<file path="config.mk">
export PLATFORM = sky130hd
export DESIGN_NAME = q65_transfer_sequencer
export DESIGN_NICKNAME = d
export VERILOG_FILES = /design/src/rtl/q65_pkg.sv /design/src/rtl/q65_transfer_sequencer.sv
export SDC_FILE = /design/constraint.sdc
export NUM_CORES = 1
export LEC_CHECK = 0
export BUFFER_PORTS_ARGS = -buffer_cell sky130_fd_sc_hd__buf_2
export CAP_MARGIN = 15
export CORE_MARGIN = 5
export CORE_UTILIZATION = 46
export DETAILED_ROUTE_END_ITERATION = 8
export PLACE_DENSITY = 0.74
export SYNTH_ARGS = -nofsm -noshare
export SYNTH_HDL_FRONTEND = slang
export SYNTH_SLANG_ARGS = --single-unit
</file>
<file path="constraint.sdc">
create_clock -name clk -period 1.7 [get_ports clk]
set_clock_uncertainty 0.15 [all_clocks]
set_input_delay 0.17 -clock clk [delete_from_list [all_inputs] [get_ports clk]]
set_output_delay 0.17 -clock clk [all_outputs]
set_load 0.01 [all_outputs]
</file>
<file path="src/rtl/q65_pkg.sv">
// Shared definitions for the q65 register-file control path: register selects,
// sequencer state encoding and the one-hot strobe decode.
package q65_pkg;

  localparam logic [1:0] REG_A = 2'd0;
  localparam logic [1:0] REG_X = 2'd1;
  localparam logic [1:0] REG_Y = 2'd2;
  localparam logic [1:0] REG_S = 2'd3;

  typedef enum logic [2:0] {
    IDLE  = 3'd0,
    DRIVE = 3'd1,
    LATCH = 3'd2,
    HOLD  = 3'd3,
    DONE  = 3'd4,
    SELF  = 3'd5
  } seq_state_t;

  function automatic logic [3:0] onehot4(input logic [1:0] sel);
    onehot4 = 4'b0001 << sel;
  endfunction

endpackage

</file>
<file path="src/rtl/q65_transfer_sequencer.sv">
// Sequences source-drive and destination-load strobes for one register-to-register
// transfer on the q65 internal bus, and captures N/Z from the moved byte.
//
// state | meaning
// IDLE  | waiting for a request, reqReady high
// DRIVE | source drives the bus, bus settles before any load
// LATCH | source still driving, destination load strobe high, flags captured
// HOLD  | load dropped, source keeps driving for HOLD_CYCLES (latch hold margin)
// DONE  | strobes released, done pulse, flag write unless destination is S
// SELF  | src == dst, nothing to move, done pulse only
module q65_transfer_sequencer
  import q65_pkg::*;
#(
  parameter int unsigned HOLD_CYCLES = 1
) (
  input  logic       clk,
  input  logic       reset,
  input  logic       reqValid,
  output logic       reqReady,
  input  logic [1:0] reqSrc,
  input  logic [1:0] reqDst,
  input  logic [7:0] busSample,
  output logic [3:0] enableOut,
  output logic [3:0] loadIn,
  output logic       flagsWe,
  output logic       flagN,
  output logic       flagZ,
  output logic       busy,
  output logic       done
);

  localparam logic [2:0] HOLD_LOAD = 3'(HOLD_CYCLES - 1);

  seq_state_t r_state;
  logic [1:0] r_src;
  logic [1:0] r_dst;
  logic [2:0] r_hold_cnt;
  logic [3:0] r_enable;
  logic [3:0] r_load;
  logic       r_flags_we;
  logic       r_flag_n;
  logic       r_flag_z;
  logic       r_busy;
  logic       r_done;
  logic       r_ready;

  // Outputs are registered alongside the state so each one switches on the same edge
  always_ff @(posedge clk or posedge reset) begin
    if (reset) begin
      r_state    <= IDLE;
      r_src      <= REG_A;
      r_dst      <= REG_A;
      r_hold_cnt <= 3'd0;
      r_enable   <= 4'b0000;
      r_load     <= 4'b0000;
      r_flags_we <= 1'b0;
      r_flag_n   <= 1'b0;
      r_flag_z   <= 1'b0;
      r_busy     <= 1'b0;
      r_done     <= 1'b0;
      r_ready    <= 1'b1;
    end else begin
      case (r_state)
        IDLE: begin
          if (reqValid) begin
            r_src   <= reqSrc;
            r_dst   <= reqDst;
            r_busy  <= 1'b1;
            r_ready <= 1'b0;
            if (reqSrc != reqDst) begin
              r_state  <= DRIVE;
              r_enable <= onehot4(reqSrc);
            end else begin
              r_state <= SELF;
              r_done  <= 1'b1;
            end
          end
        end
        DRIVE: begin
          r_state <= LATCH;
          r_load  <= onehot4(r_dst);
        end
        LATCH: begin
          r_state    <= HOLD;
          r_load     <= 4'b0000;
          r_hold_cnt <= HOLD_LOAD;
          r_flag_n   <= busSample[7];
          r_flag_z   <= (busSample == 8'h00);
        end
        HOLD: begin
          if (r_hold_cnt == 3'd0) begin
            r_state    <= DONE;
            r_enable   <= 4'b0000;
            r_done     <= 1'b1;
            r_flags_we <= (r_dst != REG_S);
          end else begin
            r_hold_cnt <= r_hold_cnt - 3'd1;
          end
        end
        DONE, SELF: begin
          r_state    <= IDLE;
          r_done     <= 1'b0;
          r_flags_we <= 1'b0;
          r_busy     <= 1'b0;
          r_ready    <= 1'b1;
        end
        default: begin
          r_state    <= IDLE;
          r_enable   <= 4'b0000;
          r_load     <= 4'b0000;
          r_done     <= 1'b0;
          r_flags_we <= 1'b0;
          r_busy     <= 1'b0;
          r_ready    <= 1'b1;
        end
      endcase
    end
  end

  assign reqReady  = r_ready;
  assign enableOut = r_enable;
  assign loadIn    = r_load;
  assign flagsWe   = r_flags_we;
  assign flagN     = r_flag_n;
  assign flagZ     = r_flag_z;
  assign busy      = r_busy;
  assign done      = r_done;

  // Bus-contention and latch-safety invariants
  a_enable_onehot : assert property (@(posedge clk) disable iff (reset) $onehot0(enableOut));
  a_load_onehot   : assert property (@(posedge clk) disable iff (reset) $onehot0(loadIn));
  a_load_after_drive : assert property (@(posedge clk) disable iff (reset)
    (loadIn != 4'b0000) |-> (($past(enableOut) != 4'b0000) && ($past(enableOut) == enableOut)));
  a_no_self_drive : assert property (@(posedge clk) disable iff (reset)
    ((enableOut & loadIn) == 4'b0000));

endmodule

</file>
-- Word-level counts from Yosys, hierarchy flattened
Index checks and enable logic that the tools add are counted.
- register bits after elaboration: 22
- bits of input ports: 15
- output and inout bits: 14
- logic and storage cells: 67
- add/subtract/negate cells: 1
- eq/ne operators: 12
- shift operators: 2
- multiplexer cells: 21
- bitwise logic cells: 4
- reduce and logical (&&, ||, !) cells: 16
- operators by type and width (operator ; count):
    $mux 3 ; 4
    $mux 4 ; 3
    $ne 2x2->1 const B ; 6
    $pmux 3 s4 ; 1
    $pmux 4 s3 ; 1
    $reduce_and 2->1 ; 5
    $logic_not 8->1 ; 1
    $pmux 4 s2 ; 1
    $reduce_and 4->1 ; 2
    $reduce_or 4->1 ; 2
    $shl 1x2->4 const A ; 2
    $eq 3x2->1 const B ; 2
    $eq 3x3->1 const B ; 2
    $logic_not 3->1 ; 2
    $mux 1 ; 6
    $pmux 1 s2 ; 3
    $pmux 3 s2 ; 1
    $reduce_or 3->1 ; 2
    $not 1->1 ; 4
    $eq 3x1->1 const B ; 1
    $pmux 1 s3 ; 1
    $sub 3x1->3 const B ; 1
    $ne 2x2->1 ; 1
    $reduce_bool 2->1 ; 1
    $reduce_or 2->1 ; 1

-- Depth between registers and ports, before layout
- word-level depth: 4
- depth in mapped cells: 7
- mapped depth without buffers: 7

-- Least setup slack after synthesis
Ideal clock, no wire load.
- path type: register to register
- start point: register r_hold_cnt[0]
- end point: register r_enable[0], in the netlist enableOut[0]
- setup time: 128 ps
- data arrival time: 1420 ps
- required time: 1422 ps
- slack: 2 ps
- cell stages (with the launch flop): 7
- buffers on the path: 0
- clock period less this slack: 1698 ps
- path through: dfrtp_1 -> inv_1 -> ha_1 -> ha_1 -> a21oi_1 -> o22ai_4 -> mux2_1
- cells in the longest elaborated chain, start to end: 3
- RTL lines (what ; line ; text):
    from (decl) ; q65_transfer_sequencer.sv:37 ; logic [2:0] r_hold_cnt;
    from (signal assigned) ; q65_transfer_sequencer.sv:97 ; r_hold_cnt <= r_hold_cnt - 3'd1;
    $logic_not 3->1 ; q65_transfer_sequencer.sv:91 ; if (r_hold_cnt == 3'd0) begin
    $ne 2x2->1 (no source line) ; - ;
    $reduce_and 4->1 (no source line) ; - ;
    to (signal assigned) ; q65_transfer_sequencer.sv:72 ; r_enable <= onehot4(reqSrc);
    to (decl) ; q65_transfer_sequencer.sv:38 ; logic [3:0] r_enable;
No other way between the ends.
A chain may end at the register's enable or synchronous reset.

-- Final worst setup path
- start point: register r_state[1]
- end point: register r_enable[0], in the netlist enableOut[0]
- cells in the longest elaborated chain, start to end: 4
- elaborated cells between the ends (all ways): 13
- classes of those cells: eq/ne: 8; mux: 1; bitwise: 1; reduce/logical: 3
- RTL lines (what ; line ; text):
    from (decl) ; q65_transfer_sequencer.sv:34 ; seq_state_t r_state;
    from (signal assigned) ; q65_transfer_sequencer.sv:50 ; r_state <= IDLE;
    from (signal assigned) ; q65_transfer_sequencer.sv:71 ; r_state <= DRIVE;
    from (signal assigned) ; q65_transfer_sequencer.sv:74 ; r_state <= SELF;
    $eq 3x2->1 (tied with other cells) ; q65_transfer_sequencer.sv:63 ; case (r_state)
    $reduce_or 4->1 (no source line) ; - ;
    $not 1->1 (no source line) ; - ;
    $reduce_and 4->1 (no source line) ; - ;
Parallel ways exist; a longest one is shown, timed or not.

==> impl_metrics.yaml <==
run_status:
  outcome: "finished, final reports clean"
floorplan:
  io_pins: 29
  die_x_um: 58.84
  start_util_pct: 48.67
  core_um2: 2255
  row_count: 17
  dieArea_um2: 3462
  die_y_um: 58.84
clocking:
  cts_tree: "done"
  clk_latency_ps: 310
  cts.path.max_buffers: 2
  cts_made_buffers: 3
  h-tree-depth: 1
  cts-root-buf: "clkbuf_4"
  cts.clk_slew.worst_paths_ps: 140
  cts.sinks: 22
power:
  pwr-share-clk_pct: 16.2
  power.total_mw: 2.482
  power.density_nw_per_um2: 1650
  pwr-share-comb_pct: 48.0
  power.switching_uw: 981.6
  p_sw_share_pct: 39.56
  seqPwrFrac_pct: 35.8
  leakage_nw: 0.7475
  p_int_mw: 1.500
  ir_worst_vdd_mv: 1.022
critical_path:
  cp-end-kind: "flip-flop"
  crit_arrival_ps: 1710
  startpoint_type: "flip-flop"
  cp_data_required_time_ps: 1750
  critPathMaxFanout: 5
  crit_type: "reg -> reg"
sta:
  tightest_slew_ps: 551.1
  worst_slack_ps: 34.34
  hold_viol_final: 0
  period_share_pct: 97.98
  slew_headroom_pct: 63.22
  max_freq_mhz: 600.4
  slew_viol_final: 0
  rsz0062_at_grt: "yes"
  min_period_ps: 1666
  finalSetupViolations: 0
global_route:
  grt_overflow: 0
  grt_pass1_wl_mm: 4.588
  first_global_vias: 990
  grt_max_degree: 15
  grt_antenna_before_repair: 0
  track_usage_pct: 17.20
placed_design:
  portBuffers: 28
  pre_cts_ws_ps: -42.45
  dp_hpwl_mm: 1.957
  gp_congestion: 0.8843
route:
  wirelength_mm: 2.784
  drt_first_pass_iters: 5
  route.vias.total: 1001
  detail-route-antenna-nets: 0
  drc: 0
  first_iter_violations: 22
  wl_per_cell_um: 14.73
  viasPerCell: 5.296
logic_synthesis:
  syn_area_per_cell_um2: 9.625
  async_flop_share_pct: 100.0
  ys_seq_area_share_pct: 50.29
  syn_area_um2: 1097
  synthCells: 114
  ys_seq_elements: 22
  ys.flop_type: "dfrtp_1"
  synthDominantCellAreaShare_pct: 47.89
  yosys_warnings: 0
  synth-edff-count: 0
  syn_nets: 131
  synthDistinctLibCells: 31
  synth_area_leaders: "dfrtp_1 48%, nand2_1 7.5%, mux2_1 4.1%"
  synth.largest_area_cell: "dfrtp_1"
job:
  maxCapViolCount: 0
final_layout:
  drive_above_1_share_pct: 35.40
  synthToLayoutAreaGrowth_pct: 37.06
  multi_input_area_um2: 520.5
  nNetsFinal: 179
  diodes: 0
  fillers: 196
  register_area_um2: 553.0
hold_path:
  hold_class: "in -> reg"
-- cells in the mapped netlist (3+ instances only) --
master / count
mux2_1: 4
o22ai_1: 3
dfrtp_1: 21
inv_1: 7
nand2_1: 22
a21oi_1: 7
o21ai_0: 4
nor3_1: 4
buf_2: 3
nor3b_1: 3
nor2_1: 9
-- per-stage QoR --
step	util [%]	hold slack [ps]	cells	setup TNS, ps	cell area (um2)
6_report	66.70	114.7	189	0	1504
3_5_place_dp	58.10	90.21	174	-136.0	1310
5_1_grt	66.70	125.9	189	-196.6	1504
4_1_cts	64.59	112.0	187	0	1456
2_1_floorplan	-	8.485	114	0	1097
3_3_place_gp	58.10	81.42	174	0	1310
-- registers in the layout, indices dropped and copies added (netlist names) --
name and cells:
flagZ 1, flagsWe 1, enableOut 4, busy 1
r_hold_cnt 3, reqReady 1, r_state 3, r_dst 2
done 1, flagN 1, loadIn 4
-- timing repair --
| item | CTS | global route |
|---|---|---|
| pin swaps | 1 | 4 |
| resized for setup | 1 | 8 |
| setup endpoints to repair | 4 | 11 |
| hold buffers | 9 | 0 |
| endpoints found under the hold margin | 16 | 0 |
| gates cloned | 0 | 0 |
| buffers inserted | 0 | 2 |
-- cell type report --
| type | count | area share, % |
|---|---|---|
| clock inverters | 1 | 1.997 |
| repair buffers | 48 | 20.80 |
| clock buffers | 3 | 1.498 |
| inverters | 8 | 1.997 |
| multi-input cells | 79 | 34.61 |
| flip-flops and latches | 22 | 36.77 |
| well taps | 28 | 2.329 |
-- layout by cell type (no fill, tap or decap), types with 2 or more instances in the layout --
cell type and n:
buf_4 11, inv_1 7, o22ai_1 3, buf_2 28
nor2b_1 2, dlygate4sd3_1 9, nor3b_1 3, o21ai_0 4
xor2_1 2, a21oi_1 6, clkbuf_4 3, nor3_1 3
nand2_1 22, mux2_1 4, o31ai_1 2, nor2_1 8
dfrtp_1 20
-- path summary, 6_finish.rpt --
check / from / endpoint / slack (ps) / depth (start not counted)
worst max-delay path: r_state[1] / enableOut[0] / 30 / 4
worst min-delay path: reqSrc[1] / enableOut[1] / 110 / 3
worst max register to register: r_state[1] / enableOut[0] / 30 / 4
worst min register to register: loadIn[3] / loadIn[3] / 350 / 2
max in group asynchronous: reset / loadIn[1] / 570 / 4
min in group asynchronous: reset / r_hold_cnt[0] / 270 / 3
-- power by group through the flow --
| stage | sequential [mW] | clock (mW) | combinational, mW |
|---|---|---|---|
| finish | 0.888 | 0.403 | 1.19 |
| global route | 0.913 | 0.431 | 1.32 |
| CTS | 0.880 | 0.406 | 1.13 |
| detailed placement | 0.892 | 0 | 1.10 |
| global placement | 0.875 | 0 | 1.06 |
| floorplan | 0.923 | 0 | 0.712 |
-- worst max-delay path, cell delays in order (launching register included) --
cell	delay (ps)
dfrtp_2	480
nor4b_4	290
inv_2	80
o22ai_4	210
mux2_1	340
-- per-layer routing --
| layer | global-route usage, % | up-vias | share of wire, % | routed length [um] |
|---|---|---|---|---|
| li1 | - | 482 | - | - |
| met1 | 21.51 | 476 | 40 | 1114 |
| met2 | 31.39 | 41 | 54 | 1499 |
| met3 | 1.974 | 2 | 5.4 | 151 |
| met4 | 3.883 | 0 | 0.65 | 18 |
| met5 | 0 | - | 0 | 0 |
-- cell families (layout without fill, tap and decap cells) --
group,Yosys count,count (layout),share of synthesized area [%]
xor+xnor,3,3,2.395
buf+inv,13,60,5.473
mux,5,5,5.131
compound gates,19,19,11.40
flops,22,22,50.29
simple gates,50,50,23.03
fa+ha+maj,2,2,2.280
No activity file was read; power rests on OpenSTA's default activity.
